<file path="src/rtl/irda_mir_rx_if.sv">
// Signal bundle between the MIR receive framer and its bit source / RX FIFO writer.
interface irda_mir_rx_if;
    logic       rx_enable;
    logic       mir_rxbit_enable;
    logic       mir_rx_i;
    logic       fifo_full;
    logic [7:0] rx_data;
    logic       rx_data_valid;
    logic       rx_eof;
    logic       rx_crc_err;
    logic       rx_frame_err;
    logic       rx_abort;
    logic       rx_overrun;
    logic       rx_frame_active;

    // Framer side: consumes the bit stream, produces bytes and frame status.
    modport master (
        input  rx_enable,
        input  mir_rxbit_enable,
        input  mir_rx_i,
        input  fifo_full,
        output rx_data,
        output rx_data_valid,
        output rx_eof,
        output rx_crc_err,
        output rx_frame_err,
        output rx_abort,
        output rx_overrun,
        output rx_frame_active
    );

    // Environment side: supplies bits and FIFO state, receives bytes and status.
    modport slave (
        output rx_enable,
        output mir_rxbit_enable,
        output mir_rx_i,
        output fifo_full,
        input  rx_data,
        input  rx_data_valid,
        input  rx_eof,
        input  rx_crc_err,
        input  rx_frame_err,
        input  rx_abort,
        input  rx_overrun,
        input  rx_frame_active
    );
endinterface

</file>
<file path="src/rtl/irda_mir_rx.sv">
// MIR HDLC receive framer: flag hunt, zero destuffing, abort detection,
// LSB-first byte assembly, CRC-CCITT16 check and FCS stripping.
module irda_mir_rx #(
    parameter int unsigned MAX_BYTES   = 2050,
    parameter logic [15:0] CRC_RESIDUE = 16'hF0B8
) (
    input  logic          clk,
    input  logic          wb_rst_n,
    irda_mir_rx_if.master rx_bus
);

    localparam int unsigned ONES_W   = 3;
    localparam int unsigned DL_W     = 7;
    localparam int unsigned FILL_W   = 3;
    localparam int unsigned BIT_W    = 3;
    localparam int unsigned BYTE_W   = 12;
    localparam int unsigned CRC_W    = 16;
    localparam logic [15:0] CRC_POLY = 16'h8408;
    localparam logic [15:0] CRC_INIT = 16'hFFFF;

    typedef enum logic [1:0] {
        HUNT  = 2'd0,
        SYNC  = 2'd1,
        FRAME = 2'd2
    } state_t;

    state_t              state_q, state_d;
    logic [ONES_W-1:0]   ones_q, ones_d;
    logic [DL_W-1:0]     dl_q, dl_d;
    logic [FILL_W-1:0]   fill_q, fill_d;
    logic [7:0]          sr_q, sr_d;
    logic [BIT_W-1:0]    bit_cnt_q, bit_cnt_d;
    logic [BYTE_W-1:0]   byte_cnt_q, byte_cnt_d;
    logic [CRC_W-1:0]    crc_q, crc_d;
    logic [7:0]          hold0_q, hold0_d;
    logic [7:0]          hold1_q, hold1_d;
    logic [1:0]          hold_cnt_q, hold_cnt_d;
    logic                ovr_frame_q, ovr_frame_d;
    logic [7:0]          rx_data_q, rx_data_d;
    logic                valid_q, valid_d;
    logic                eof_q, eof_d;
    logic                crc_err_q, crc_err_d;
    logic                frame_err_q, frame_err_d;
    logic                abort_q, abort_d;
    logic                overrun_q, overrun_d;
    logic                active_q, active_d;

    logic                is_flag, is_abort, push, out_vld, out_bit, fb, byte_done, clr_frame;
    logic [7:0]          new_byte;

    // State and datapath registers.
    always_ff @(posedge clk or negedge wb_rst_n) begin
        if (!wb_rst_n) begin
            state_q     <= HUNT;
            ones_q      <= '0;
            dl_q        <= '0;
            fill_q      <= '0;
            sr_q        <= '0;
            bit_cnt_q   <= '0;
            byte_cnt_q  <= '0;
            crc_q       <= CRC_INIT;
            hold0_q     <= '0;
            hold1_q     <= '0;
            hold_cnt_q  <= '0;
            ovr_frame_q <= 1'b0;
            rx_data_q   <= '0;
            valid_q     <= 1'b0;
            eof_q       <= 1'b0;
            crc_err_q   <= 1'b0;
            frame_err_q <= 1'b0;
            abort_q     <= 1'b0;
            overrun_q   <= 1'b0;
            active_q    <= 1'b0;
        end else begin
            state_q     <= state_d;
            ones_q      <= ones_d;
            dl_q        <= dl_d;
            fill_q      <= fill_d;
            sr_q        <= sr_d;
            bit_cnt_q   <= bit_cnt_d;
            byte_cnt_q  <= byte_cnt_d;
            crc_q       <= crc_d;
            hold0_q     <= hold0_d;
            hold1_q     <= hold1_d;
            hold_cnt_q  <= hold_cnt_d;
            ovr_frame_q <= ovr_frame_d;
            rx_data_q   <= rx_data_d;
            valid_q     <= valid_d;
            eof_q       <= eof_d;
            crc_err_q   <= crc_err_d;
            frame_err_q <= frame_err_d;
            abort_q     <= abort_d;
            overrun_q   <= overrun_d;
            active_q    <= active_d;
        end
    end

    // Per-bit classification, destuff line, assembler, hold stage and frame FSM.
    always_comb begin
        state_d     = state_q;
        ones_d      = ones_q;
        dl_d        = dl_q;
        fill_d      = fill_q;
        sr_d        = sr_q;
        bit_cnt_d   = bit_cnt_q;
        byte_cnt_d  = byte_cnt_q;
        crc_d       = crc_q;
        hold0_d     = hold0_q;
        hold1_d     = hold1_q;
        hold_cnt_d  = hold_cnt_q;
        ovr_frame_d = ovr_frame_q;
        rx_data_d   = rx_data_q;
        valid_d     = 1'b0;
        eof_d       = 1'b0;
        crc_err_d   = crc_err_q;
        frame_err_d = frame_err_q;
        abort_d     = abort_q;
        overrun_d   = overrun_q;
        active_d    = active_q;
        is_flag     = 1'b0;
        is_abort    = 1'b0;
        push        = 1'b0;
        out_vld     = 1'b0;
        out_bit     = 1'b0;
        fb          = 1'b0;
        byte_done   = 1'b0;
        clr_frame   = 1'b0;
        new_byte    = sr_q;

        if (!rx_bus.rx_enable) begin
            state_d   = HUNT;
            ones_d    = '0;
            active_d  = 1'b0;
            clr_frame = 1'b1;
        end else if (rx_bus.mir_rxbit_enable) begin
            // Ones run classification; a 0 after five 1s is a stuffed bit.
            if (rx_bus.mir_rx_i) begin
                ones_d   = (ones_q == 3'd7) ? 3'd7 : ones_q + 3'd1;
                is_abort = (ones_q >= 3'd6);
                push     = !is_abort;
            end else begin
                ones_d  = '0;
                is_flag = (ones_q == 3'd6);
                push    = (ones_q != 3'd5) && (ones_q != 3'd6);
            end

            // Seven-bit delay hides the flag prefix; only displaced bits are payload.
            if (push && (state_q != HUNT)) begin
                dl_d = {dl_q[DL_W-2:0], rx_bus.mir_rx_i};
                if (fill_q == FILL_W'(DL_W)) begin
                    out_vld = 1'b1;
                    out_bit = dl_q[DL_W-1];
                end else begin
                    fill_d = fill_q + 3'd1;
                end
            end

            if (out_vld) begin
                fb        = crc_q[0] ^ out_bit;
                crc_d     = {1'b0, crc_q[CRC_W-1:1]} ^ (fb ? CRC_POLY : 16'h0000);
                sr_d      = {out_bit, sr_q[7:1]};
                bit_cnt_d = bit_cnt_q + 3'd1;
                if (state_q == SYNC) begin
                    state_d  = FRAME;
                    active_d = 1'b1;
                end
                if (bit_cnt_q == 3'd7) begin
                    byte_done  = 1'b1;
                    new_byte   = {out_bit, sr_q[7:1]};
                    byte_cnt_d = byte_cnt_q + 12'd1;
                end
            end

            // The hold keeps the latest two bytes back so the FCS is never emitted.
            if (byte_done) begin
                if (byte_cnt_q >= BYTE_W'(MAX_BYTES)) begin
                    eof_d       = 1'b1;
                    crc_err_d   = 1'b0;
                    frame_err_d = 1'b1;
                    abort_d     = 1'b0;
                    overrun_d   = ovr_frame_q;
                    state_d     = HUNT;
                    active_d    = 1'b0;
                    clr_frame   = 1'b1;
                end else begin
                    case (hold_cnt_q)
                        2'd0: begin
                            hold0_d    = new_byte;
                            hold_cnt_d = 2'd1;
                        end
                        2'd1: begin
                            hold1_d    = new_byte;
                            hold_cnt_d = 2'd2;
                        end
                        default: begin
                            if (rx_bus.fifo_full) begin
                                ovr_frame_d = 1'b1;
                                overrun_d   = 1'b1;
                            end else begin
                                rx_data_d = hold0_q;
                                valid_d   = 1'b1;
                            end
                            hold0_d = hold1_q;
                            hold1_d = new_byte;
                        end
                    endcase
                end
            end

            // Closing flag ends the frame and may open the next one.
            if (is_flag) begin
                clr_frame = 1'b1;
                state_d   = SYNC;
                if (state_q == FRAME) begin
                    eof_d     = 1'b1;
                    abort_d   = 1'b0;
                    overrun_d = ovr_frame_q;
                    active_d  = 1'b0;
                    if ((bit_cnt_q != '0) || (byte_cnt_q < 12'd3) ||
                        (byte_cnt_q > BYTE_W'(MAX_BYTES))) begin
                        frame_err_d = 1'b1;
                        crc_err_d   = 1'b0;
                    end else begin
                        frame_err_d = 1'b0;
                        crc_err_d   = (crc_q != CRC_RESIDUE);
                    end
                end
            end

            // Seven ones kill any frame; in SYNC it is dropped silently.
            if (is_abort && (state_q != HUNT)) begin
                clr_frame = 1'b1;
                state_d   = HUNT;
                active_d  = 1'b0;
                if (state_q == FRAME) begin
                    eof_d       = 1'b1;
                    abort_d     = 1'b1;
                    crc_err_d   = 1'b0;
                    frame_err_d = 1'b0;
                    overrun_d   = ovr_frame_q;
                end
            end
        end

        if (clr_frame) begin
            dl_d        = '0;
            fill_d      = '0;
            sr_d        = '0;
            bit_cnt_d   = '0;
            byte_cnt_d  = '0;
            crc_d       = CRC_INIT;
            hold0_d     = '0;
            hold1_d     = '0;
            hold_cnt_d  = '0;
            ovr_frame_d = 1'b0;
        end
    end

    assign rx_bus.rx_data         = rx_data_q;
    assign rx_bus.rx_data_valid   = valid_q;
    assign rx_bus.rx_eof          = eof_q;
    assign rx_bus.rx_crc_err      = crc_err_q;
    assign rx_bus.rx_frame_err    = frame_err_q;
    assign rx_bus.rx_abort        = abort_q;
    assign rx_bus.rx_overrun      = overrun_q;
    assign rx_bus.rx_frame_active = active_q;

endmodule

</file>
<file path="src/flat_wrapper.sv">
// flat-port wrapper written by rule: the top's interface ports become plain ports
module irda_mir_rx_flat 
#(
    parameter int unsigned MAX_BYTES   = 2050,
    parameter logic [15:0] CRC_RESIDUE = 16'hF0B8
)
  (clk, wb_rst_n, rx_bus_rx_enable, rx_bus_mir_rxbit_enable, rx_bus_mir_rx_i, rx_bus_fifo_full, rx_bus_rx_data, rx_bus_rx_data_valid, rx_bus_rx_eof, rx_bus_rx_crc_err, rx_bus_rx_frame_err, rx_bus_rx_abort, rx_bus_rx_overrun, rx_bus_rx_frame_active);
  irda_mir_rx_if rx_bus_i ();
  input  logic clk;
  input  logic wb_rst_n;
  input wire logic [$bits(rx_bus_i.rx_enable)-1:0] rx_bus_rx_enable;
  input wire logic [$bits(rx_bus_i.mir_rxbit_enable)-1:0] rx_bus_mir_rxbit_enable;
  input wire logic [$bits(rx_bus_i.mir_rx_i)-1:0] rx_bus_mir_rx_i;
  input wire logic [$bits(rx_bus_i.fifo_full)-1:0] rx_bus_fifo_full;
  output wire logic [$bits(rx_bus_i.rx_data)-1:0] rx_bus_rx_data;
  output wire logic [$bits(rx_bus_i.rx_data_valid)-1:0] rx_bus_rx_data_valid;
  output wire logic [$bits(rx_bus_i.rx_eof)-1:0] rx_bus_rx_eof;
  output wire logic [$bits(rx_bus_i.rx_crc_err)-1:0] rx_bus_rx_crc_err;
  output wire logic [$bits(rx_bus_i.rx_frame_err)-1:0] rx_bus_rx_frame_err;
  output wire logic [$bits(rx_bus_i.rx_abort)-1:0] rx_bus_rx_abort;
  output wire logic [$bits(rx_bus_i.rx_overrun)-1:0] rx_bus_rx_overrun;
  output wire logic [$bits(rx_bus_i.rx_frame_active)-1:0] rx_bus_rx_frame_active;
  assign rx_bus_i.rx_enable = rx_bus_rx_enable;
  assign rx_bus_i.mir_rxbit_enable = rx_bus_mir_rxbit_enable;
  assign rx_bus_i.mir_rx_i = rx_bus_mir_rx_i;
  assign rx_bus_i.fifo_full = rx_bus_fifo_full;
  assign rx_bus_rx_data = rx_bus_i.rx_data;
  assign rx_bus_rx_data_valid = rx_bus_i.rx_data_valid;
  assign rx_bus_rx_eof = rx_bus_i.rx_eof;
  assign rx_bus_rx_crc_err = rx_bus_i.rx_crc_err;
  assign rx_bus_rx_frame_err = rx_bus_i.rx_frame_err;
  assign rx_bus_rx_abort = rx_bus_i.rx_abort;
  assign rx_bus_rx_overrun = rx_bus_i.rx_overrun;
  assign rx_bus_rx_frame_active = rx_bus_i.rx_frame_active;
  irda_mir_rx #(.MAX_BYTES(MAX_BYTES), .CRC_RESIDUE(CRC_RESIDUE)) u_core (.clk(clk), .wb_rst_n(wb_rst_n), .rx_bus(rx_bus_i));
endmodule
</file>
<file path="config.mk">
export PLATFORM = sky130hd
export DESIGN_NAME = irda_mir_rx_flat
export DESIGN_NICKNAME = d
export VERILOG_FILES = /design/src/rtl/irda_mir_rx_if.sv /design/src/rtl/irda_mir_rx.sv /design/src/flat_wrapper.sv
export SDC_FILE = /design/constraint.sdc
export NUM_CORES = 1
export LEC_CHECK = 0
export BUFFER_PORTS_ARGS = -buffer_cell sky130_fd_sc_hd__buf_2
export CORE_UTILIZATION = 44
export CTS_BUF_LIST = sky130_fd_sc_hd__clkbuf_8 sky130_fd_sc_hd__clkbuf_16
export CTS_CLUSTER_DIAMETER = 120
export DETAILED_ROUTE_END_ITERATION = 16
export HOLD_SLACK_MARGIN = 0.02
export SETUP_SLACK_MARGIN = 0.5
export SLEW_MARGIN = 20
export SYNTH_ARGS = -nofsm -noshare
export SYNTH_HDL_FRONTEND = slang
export SYNTH_SLANG_ARGS = --single-unit
</file>
<file path="constraint.sdc">
create_clock -name clk -period 7.2 [get_ports clk]
set_input_delay 0.72 -clock clk [delete_from_list [all_inputs] [get_ports clk]]
set_output_delay 0.72 -clock clk [all_outputs]
set_load 0.01 [all_outputs]
</file>
## Word level (Yosys, flattened, before mapping)

Index checks and enable logic that the tools add are counted.

- Add/sub/neg operators: 4
- $lt $le $gt $ge: 4
- Equality and inequality tests: 16
- Multiplexer cells: 142
- Bitwise operators: 5
- Reduce and logical (&&, ||, !) cells: 28

Operators by type and width:

| cell | count |
|---|---|
| 8-bit 2-to-1 mux | 17 |
| 1-bit 2-to-1 mux | 83 |
| 16-bit 2-to-1 mux | 5 |
| 12-bit 2-to-1 mux | 5 |
| 3-bit 2-to-1 mux | 13 |
| 7-bit 2-to-1 mux | 4 |
| 2-bit 2-to-1 mux | 13 |
| 16-bit inequality test, second input constant | 1 |
| 8-bit one-hot mux with 2 select lines | 1 |
| 2-bit nonzero test | 8 |
| 15-bit by 16-bit bitwise XOR with 16-bit output | 1 |
| 5-bit AND reduction | 3 |
| 12-bit by 1-bit adder with 12-bit output, second input constant | 1 |
| 3-bit == test, second input constant | 4 |
| 12-bit greater-or-equal comparator, second input constant | 1 |
| 12-bit > comparator, second input constant | 1 |
| 12-bit by 2-bit < comparator with 1-bit output, second input constant | 1 |
| 2-bit by 1-bit inequality test with 1-bit output, second input constant | 6 |
| 6-bit AND reduction | 2 |
| 3-bit by 1-bit adder with 3-bit output, second input constant | 3 |
| 4-bit AND reduction | 2 |
| 3-bit inequality test, second input constant | 2 |
| 3-bit AND reduction | 2 |
| 3-bit nonzero test | 2 |
| 12 further kinds | 18 |

- Register bits after elaboration: 88
- Bits of input ports: 6
- Output and inout port bits: 15
- Word-level logic and storage cells: 219

## Logic depth before layout (Yosys ltp)

Gate-level depths: netlist (run 1).

- Word-level depth: 19
- Mapped depth: 9
- Mapped depth without buffers: 7

## Worst setup path after synthesis (run 1)

OpenSTA, ideal clock, no wires.

- Kind: input to register
- Start: input rx_bus_mir_rx_i
- End: register u_core.rx_data_q[0], in the netlist u_core.rx_bus.rx_data[0]
- Library setup time: 0.125 ns
- Arrival: 2.692 ns
- Required time: 7.075 ns
- Slack: 4.383 ns
- Stages on the path: 7
- Path buffers: 3
- Cell sequence: buf_2 mux2_4 a2111o_1 clkbuf_1 buf_2 nor3_4 mux2_2

- Longest elaborated chain between the ends: 11

RTL lines:

| element | line | source |
|---|---|---|
| start, declared | flat_wrapper.sv:13 | `input wire logic [$bits(rx_bus_i.mir_rx_i)-1:0] rx_bus_mir_rx_i;` |
| 1-bit 2-to-1 mux | irda_mir_rx.sv:137 | `if (rx_bus.mir_rx_i) begin` |
| 1-bit 2-to-1 mux | irda_mir_rx.sv:135 | `end else if (rx_bus.mir_rxbit_enable) begin` |
| 1-bit 2-to-1 mux | irda_mir_rx.sv:130 | `if (!rx_bus.rx_enable) begin` |
| 1-bit logical AND | irda_mir_rx.sv:148 | `if (push && (state_q != HUNT)) begin` |
| 1-bit 2-to-1 mux | irda_mir_rx.sv:148 |  |
| 1-bit 2-to-1 mux | irda_mir_rx.sv:135 |  |
| 1-bit 2-to-1 mux | irda_mir_rx.sv:130 |  |
| 1-bit 2-to-1 mux | irda_mir_rx.sv:158 | `if (out_vld) begin` |
| 1-bit 2-to-1 mux | irda_mir_rx.sv:135 |  |
| 1-bit 2-to-1 mux | irda_mir_rx.sv:130 |  |
| 6-bit AND reduction (no line) | -- |  |
| end signal, assigned | irda_mir_rx.sv:87 | `rx_data_q <= rx_data_d;` |
| end, declared | irda_mir_rx.sv:39 | `logic [7:0] rx_data_q, rx_data_d;` |

No other way between the ends. The select of a mux whose other input is x is not followed.
A chain may end at the register's enable or synchronous reset.

## Final worst setup path (run 1)

- Start: register u_core.ones_q[1]
- End: register u_core.hold0_q[4]

- Longest elaborated chain between the ends: 19
- Elaborated cells between the ends (all ways): 41
- Those cells by class: 1 x order compare; 5 x eq/ne; 27 x mux; 8 x reduce/logical

RTL lines:

| element | line | source |
|---|---|---|
| start, declared | irda_mir_rx.sv:28 | `logic [ONES_W-1:0] ones_q, ones_d;` |
| start signal, assigned | irda_mir_rx.sv:76 | `ones_q <= ones_d;` |
| 3-bit greater-or-equal comparator or 3-bit inequality test (tied branches) | irda_mir_rx.sv:139, irda_mir_rx.sv:144 |  |
| 1-bit logical NOT or 1-bit logical AND (tied branches) | irda_mir_rx.sv:140, irda_mir_rx.sv:144 |  |
| 1-bit 2-to-1 mux | irda_mir_rx.sv:137 |  |
| 1-bit 2-to-1 mux | irda_mir_rx.sv:135 |  |
| 1-bit 2-to-1 mux | irda_mir_rx.sv:130 |  |
| 1-bit logical AND | irda_mir_rx.sv:148 |  |
| 1-bit 2-to-1 mux | irda_mir_rx.sv:148 |  |
| 1-bit 2-to-1 mux | irda_mir_rx.sv:135 |  |
| (+3 left out) | -- |  |
| 1-bit 2-to-1 mux | irda_mir_rx.sv:130 |  |
| 1-bit 2-to-1 mux | irda_mir_rx.sv:175 | `if (byte_done) begin` |
| 1-bit 2-to-1 mux | irda_mir_rx.sv:211 | `if (is_flag) begin` |
| 1-bit 2-to-1 mux | irda_mir_rx.sv:231 | `if (is_abort && (state_q != HUNT)) begin` |
| 1-bit 2-to-1 mux | irda_mir_rx.sv:135 |  |
| 1-bit 2-to-1 mux | irda_mir_rx.sv:130 |  |
| 2-bit by 1-bit inequality test with 1-bit output (no line) or 2-bit nonzero test (tied branches) | -- |  |
| 5-bit AND reduction (no line) | -- |  |
| end signal, assigned | irda_mir_rx.sv:83 | `hold0_q <= hold0_d;` |
| end, declared | irda_mir_rx.sv:35 | `logic [7:0] hold0_q, hold0_d;` |

Several ways; a longest one is shown, not always the timed one. The select of a mux whose other input is x is not followed.

==> results of run 1 <==
final cells by class:
class,instances,area (um2),area share (%)
well taps,133,166,3.33
clock inverters,6,133,2.66
flip-flops and latches,88,2220,44.5
clock buffers,10,138,2.76
inverters,12,45.0,0.902
multi-input cells,348,2130,42.7
repair buffers,24,156,3.13
state kept, by name, summed over array words and instances (netlist names), 7 cells and up:
name,count
u_core.crc_q,16
u_core.byte_cnt_q,12
u_core.hold0_q,8
u_core.hold1_q,8
u_core.rx_bus.rx_data,8
u_core.sr_q,8
u_core.dl_q,7
routing by layer:
layer	track usage [%]	vias to the layer above	routed length [um]
li1	-	1724	-
met1	29.6	1781	4870
met2	33.0	61	4580
met3	4.07	12	324
met4	6.50	0	132
met5	0	-	0
power breakdown:
part / internal (mW) / leakage, nW / total (mW) / switching, mW
Combinational: 0.00763 / 0.846 / 0.0346 / 0.0270
Sequential: 0.495 / 1.17 / 0.496 / 0.000964
Clock: 0.274 / 0.138 / 0.453 / 0.178
Total: 0.777 / 2.15 / 0.983 / 0.206
path summary, 6_finish.rpt:
check / slack [ps] / to / startpoint
max: 4100 / u_core.hold0_q[4] / u_core.ones_q[1]
max reg2reg: 4100 / u_core.hold0_q[4] / u_core.ones_q[1]
min in group clk: 480 / u_core.rx_bus.rx_frame_active / u_core.rx_bus.rx_frame_active
min: 380 / u_core.rx_bus.rx_eof / wb_rst_n
max in group asynchronous: 6220 / u_core.hold1_q[7] / wb_rst_n
min reg2reg: 480 / u_core.rx_bus.rx_frame_active / u_core.rx_bus.rx_frame_active
cell usage in the layout, fill, tap and decap left out, types with 3 or more instances in the layout:
master	instances
a21boi_0	3
bufinv_16	4
ha_1	10
o31ai_1	8
dfrtp_1	72
nand2_1	80
buf_4	3
clkbuf_8	10
nor3_1	15
o211ai_1	5
inv_1	13
a22o_1	5
nor2_1	35
or4_1	15
xnor2_1	4
buf_2	19
nand3_1	20
mux2_2	17
or2_2	3
nand4_1	3
o21ai_0	21
dfstp_2	16
nor4_1	12
a21oi_1	42
nor2b_1	3
synth_stat cells, types with 4 or more instances:
master     n
ha_1      10
inv_1     12
or4_1     15
mux2_2    17
nand2_1   80
nor4_1    12
o21ai_0   21
nor3_1    16
nor2_1    35
clkbuf_1  18
dfrtp_1   72
o31ai_1    8
xnor2_1    4
nand3_1   21
a21oi_1   43
o211ai_1   5
a22o_1     5
dfstp_2   16
cells by family after synthesis:
| group | count (synthesis) | share of synthesized area [%] |
|---|---|---|
| muxes | 20 | 5.05 |
| AOI/OAI and AO/OA | 105 | 15.1 |
| DFF | 88 | 49.5 |
| and+or+nand+nor | 207 | 22.9 |
| adders and majority gates | 10 | 2.79 |
| buffers and inverters | 37 | 3.51 |
| xor gates and xnor gates | 6 | 1.17 |
stage by stage:
| stage | cells | worst slack, ps | area, um2 | power (mW) |
|---|---|---|---|---|
| 2_1_floorplan | 473 | 4380 | 4490 | 0.521 |
| 4_1_cts | 621 | 4130 | 4980 | 0.995 |
| 6_report | 621 | 4100 | 4990 | 0.983 |
| 5_1_grt | 621 | 3860 | 4990 | 1.02 |
| 3_3_place_gp | 604 | 3740 | 4680 | 0.538 |
| 3_5_place_dp | 605 | 3930 | 4710 | 0.541 |
==> impl_metrics.csv, run 1 <==
group,metric,value,unit
power_and_ir_drop,p_per_area,197,mW/mm2
outcome,outcome,"completed",
worst_setup_path,cp_slowest_cell,"or4_1",
cts,ctsRootBufferMaster,"clkbuf_8",
finish,diodes,0,
route,drt-initial-drc-count,227,
worst_setup_path,path_class,"flip-flop to flip-flop",
timing,rsz0062_at_grt,"false",
global_routing,grt_max_degree,89,
cts,holdBufCountCts,0,
yosys,synth-seq-cells,88,
yosys,synth-edff-count,0,
finish,nets,499,
yosys,async_flop_share,100,%
floorplanning,start_util,45.7,%
route,wire_per_inst,16.0,um
run,cap_violations,0,
cts,cts.repair.resized,0,
yosys,synth_cells,473,
yosys,synth_nets,489,
timing,setup_viol,0,
worst_setup_path,cp_top_family,"simple AND/OR/NAND/NOR gates",
place,dp_hpwl,6500,um
timing,setup_tns,0,ps
finish,utilization,50.8,%
floorplanning,num_rows,36,
worst_setup_path,cp_num_cells,6,
timing,finalCritPeriodShare,43.1,%
yosys,yosysSeqAreaShare,49.5,%
timing,finalHoldViolCount,0,
timing,timing.fmax,322,MHz
floorplanning,dieArea,0.0106,mm2
cts,numClockSinks,88,
yosys,synthDistinctLibCells,58,
timing,fin_skew,10.0,ps
global_routing,grtUsageTotal,21.1,%
timing,slew_headroom,30.4,%
global_routing,grt_first_pass_wirelength,17000,um
yosys,synth_area_leaders,"dfrtp_1, dfstp_2, nand2_1",
cts,cts_tree,"built",
power_and_ir_drop,p_leak,2.15,nW
global_routing,overflow,0,
cts,numCtsBuffers,9,
route,ant_nets,0,
floorplanning,die_w,103,um
worst_setup_path,worst-r2r-cell-count,6,
timing,slew_violations,0,
worst_setup_path,required,7500,ps
worst_setup_path,worstPathArrival,3400,ps
finish,nFillCells,947,
route,vias_per_cell,5.76,
timing,fin_hold_ws,376,ps
worst_setup_path,worstPathCellList,"ha_1 > mux2_4 > a211oi_1 > nand3_1 > or4_1 > a21oi_1",
floorplanning,coreArea,0.00982,mm2
timing,finalCriticalPeriod,3100,ps
worst_setup_path,worstPathMaxFanout,16,
cts,clkTransAtPathRegs,90,ps
place,place.gp.congestion,0.814,
yosys,synth_top_area_share,40.2,%
yosys,avgSynthCellArea,9.48,um2
hold_path,hold_path_class,"primary input to asynchronous set/reset pin",
timing,max_slew.worst_pin.slew,1040,ps
worst_setup_path,crit_path_end_kind,"flip-flop",
cts,clk_latency,370,ps
global_routing,grt_pass1_vias,3356,
worst_setup_path,critPathBufInv,0,
power_and_ir_drop,ir_worst_vdd,0.119,mV
cts,cts_setup_buffers,0,
route,firstDrtPassIters,4,
yosys,yosysWarnings,0,
cts,clockBufferDepth,2,
route,drc,0,
floorplanning,die_h,103,um
finish,drive_above_1_share,18.0,%
place,port_buffers,20,
finish,area_delta_synth_final,11.3,%
cts,cts_max_level,3,
floorplanning,ioPinCount,21,
global_routing,antenna_found_initial,0,
yosys,post-synth-top-area-cell,"dfrtp_1",
yosys,netlist_area,0.00449,mm2
worst_setup_path,critPathLaunchType,"flip-flop",
route,vias,3578,
yosys,synthFlopType,"dfrtp_1",
worst_setup_path,critPathMaxStageDelay,690,ps
route,wl,9910,um
Power figures use the tool's default switching activity.
==> inputs of run 2 (changes only) <==
Clock period 7.2 ns to 3.1 ns, I/O delays scaled along.
==> run 2 against run 1 <==
  * The run now ends with hold timing left
  * Non-clock buffer count rose by 16
  * Wire length increased by 5.2%
  * Clock-buffer cell count up 2
  * Clock skew grew 0.75 ps
  * Critical path depth stayed put
  * Highest routed layer unchanged
  * Sequential share of layout area fell by 0.71 points
  * Worst hold slack got worse by 390 ps
  * Maximum frequency grew 22%
  * Clock power is 68% higher
  * Global-route usage fell by 0.14 points
  * Largest cell class unchanged
  * Largest power group unchanged
  * First-iteration DRC count shrank 22%
==> impl_metrics.csv, run 2 (synthesized netlist as in run 1, its figures left out) <==
group,metric,value,unit
route,firstDrtPassIters,5,
route,wl,10400,um
floorplanning,coreArea,0.00982,mm2
timing,finalHoldViolCount,36,
worst_setup_path,worstPathCellList,"or4_4 > or3_4 > o21a_4 > buf_6 > or4_1 > a21oi_1",
worst_setup_path,critPathMaxStageDelay,550,ps
global_routing,overflow,0,
place,dp_hpwl,6670,um
finish,reg_top3,"u_core.crc_q x16, u_core.byte_cnt_q x12",
cts,clockBufferDepth,2,
place,port_buffers,20,
cts,clk_latency,380,ps
worst_setup_path,worstPathArrival,2850,ps
worst_setup_path,required,3410,ps
floorplanning,num_rows,36,
global_routing,antenna_found_initial,0,
route,vias_per_cell,5.65,
finish,mostFrequentLayoutCell,"nand2_1",
finish,area_delta_synth_final,13.1,%
cts,ctsRootBufferMaster,"clkbuf_8",
timing,rsz0062_at_grt,"true",
finish,diodes,0,
finish,drive_above_1_share,22.0,%
finish,nFillCells,945,
floorplanning,ioPinCount,21,
outcome,failed_checks,"hold timing",
hold_path,hold_path_class,"primary input to asynchronous set/reset pin",
run,cap_violations,0,
place,place.gp.congestion,0.814,
timing,timing.fmax,394,MHz
timing,max_slew.worst_pin.slew,804,ps
floorplanning,die_h,103,um
floorplanning,die_w,103,um
floorplanning,start_util,45.7,%
route,ant_nets,0,
worst_setup_path,path_class,"flip-flop to flip-flop",
cts,clkTransAtPathRegs,80,ps
worst_setup_path,worstPathMaxFanout,24,
timing,finalCriticalPeriod,2540,ps
cts,holdBufCountCts,0,
timing,slew_violations,0,
global_routing,grt_first_pass_wirelength,16800,um
global_routing,grt_pass1_vias,3306,
global_routing,grt_max_degree,89,
route,vias,3604,
finish,utilization,51.7,%
timing,fin_skew,10.8,ps
floorplanning,dieArea,0.0106,mm2
finish,regMostFlops,"u_core.crc_q",
cts,cts_max_level,3,
timing,finalCritPeriodShare,81.9,%
power_and_ir_drop,ir_worst_vdd,0.216,mV
global_routing,grtUsageTotal,20.9,%
cts,numClockSinks,88,
cts,cts_tree,"built",
timing,slew_headroom,46.4,%
timing,setup_tns,0,ps
cts,numCtsBuffers,9,
finish,nets,516,
timing,fin_hold_ws,-14.5,ps
finish,largest_reg_flops,16,
outcome,outcome,"finished, violations left",
route,drc,0,
worst_setup_path,crit_path_end_kind,"flip-flop",
worst_setup_path,cp_slowest_cell,"or4_4",
route,wire_per_inst,16.3,um
timing,setup_viol,0,
power_and_ir_drop,p_per_area,393,mW/mm2
worst_setup_path,critPathLaunchType,"flip-flop",
power_and_ir_drop,p_leak,2.21,nW
route,drt-initial-drc-count,176,
finish,final_cell_mix,"nand2_1, dfrtp_1, a21oi_1",
## run 2: changes by cell type in the layout (fill, tap and decap cells not counted), moves of 2 or more
cell       previous run  this run
clkbuf_8             10        12
a21oi_1              42        40
a21oi_2               0         2
bufinv_16             4         0
mux2_4                1         3
o21ai_1               0         2
mux2_2               17        15
or4_1                15        13
buf_4                 3        18
or4_4                 1         3
## run 2: final timing paths
| kind | from | depth (start not counted) | endpoint | slack (ps) |
|---|---|---|---|---|
| max | u_core.byte_cnt_q[7] | 6 | u_core.hold0_q[0] | 560 |
| min | wb_rst_n | 1 | u_core.byte_cnt_q[2] | -10 |
| max reg2reg | u_core.byte_cnt_q[7] | 6 | u_core.hold0_q[0] | 560 |
| min reg2reg | u_core.rx_bus.rx_frame_active | 1 | u_core.rx_bus.rx_frame_active | 480 |
| max in group asynchronous | wb_rst_n | 1 | u_core.dl_q[6] | 2560 |
| min in group clk | rx_bus_rx_enable | 2 | u_core.ones_q[1] | 240 |
## run 2: metal layers
layer	vias to the layer above	share of wire, %	global-route usage (%)
li1	1758	-	-
met5	-	0	0
met3	16	3.7	4.34
met1	1768	48	28.9
met4	0	1.6	7.26
met2	62	47	32.7
## run 2: what timing repair did
action / CTS / global route
setup buffers: 6 / 2
pin swaps: 3 / 3
resized for setup: 4 / 12
gates cloned: 0 / 1
hold endpoints to repair: 0 / 0
setup endpoints to repair: 33 / 25
## run 2: through the flow
stage | setup WS (ps) | instance area [um2] | total power, mW | cells
after floorplan | 567 | 4490 | 1.21 | 473
after global placement | 384 | 4750 | 1.25 | 613
after detailed placement | 346 | 4750 | 1.25 | 613
after CTS | 516 | 5000 | 2.01 | 635
after global routing | 484 | 5070 | 2.07 | 638
final | 561 | 5070 | 1.99 | 638
## run 2: worst max-delay path, delay by kind of cell (launching register included)
family / cells / cell delay [ps]
AOI/OAI and AO/OA: 2 / 390
buffers and inverters: 1 / 170
DFF: 1 / 410
and+or+nand+nor: 3 / 1500
## run 2: power by group
| group | switching (mW) | internal (mW) | total (mW) | leakage, nW |
|---|---|---|---|---|
| clock | 0.411 | 0.350 | 0.761 | 0.101 |
| combinational | 0.0631 | 0.0173 | 0.0804 | 0.942 |
| sequential | 0.00189 | 1.15 | 1.15 | 1.17 |
## run 2: area by class of cell
cell class / instances / area [um2] / area share [%]
flip-flops and latches: 88 / 2220 / 43.8
clock buffers: 12 / 165 / 3.25
repair buffers: 40 / 273 / 5.37
well taps: 133 / 166 / 3.28
clock inverters: 4 / 20.0 / 0.394
multi-input cells: 349 / 2180 / 43.0
inverters: 12 / 45.0 / 0.888
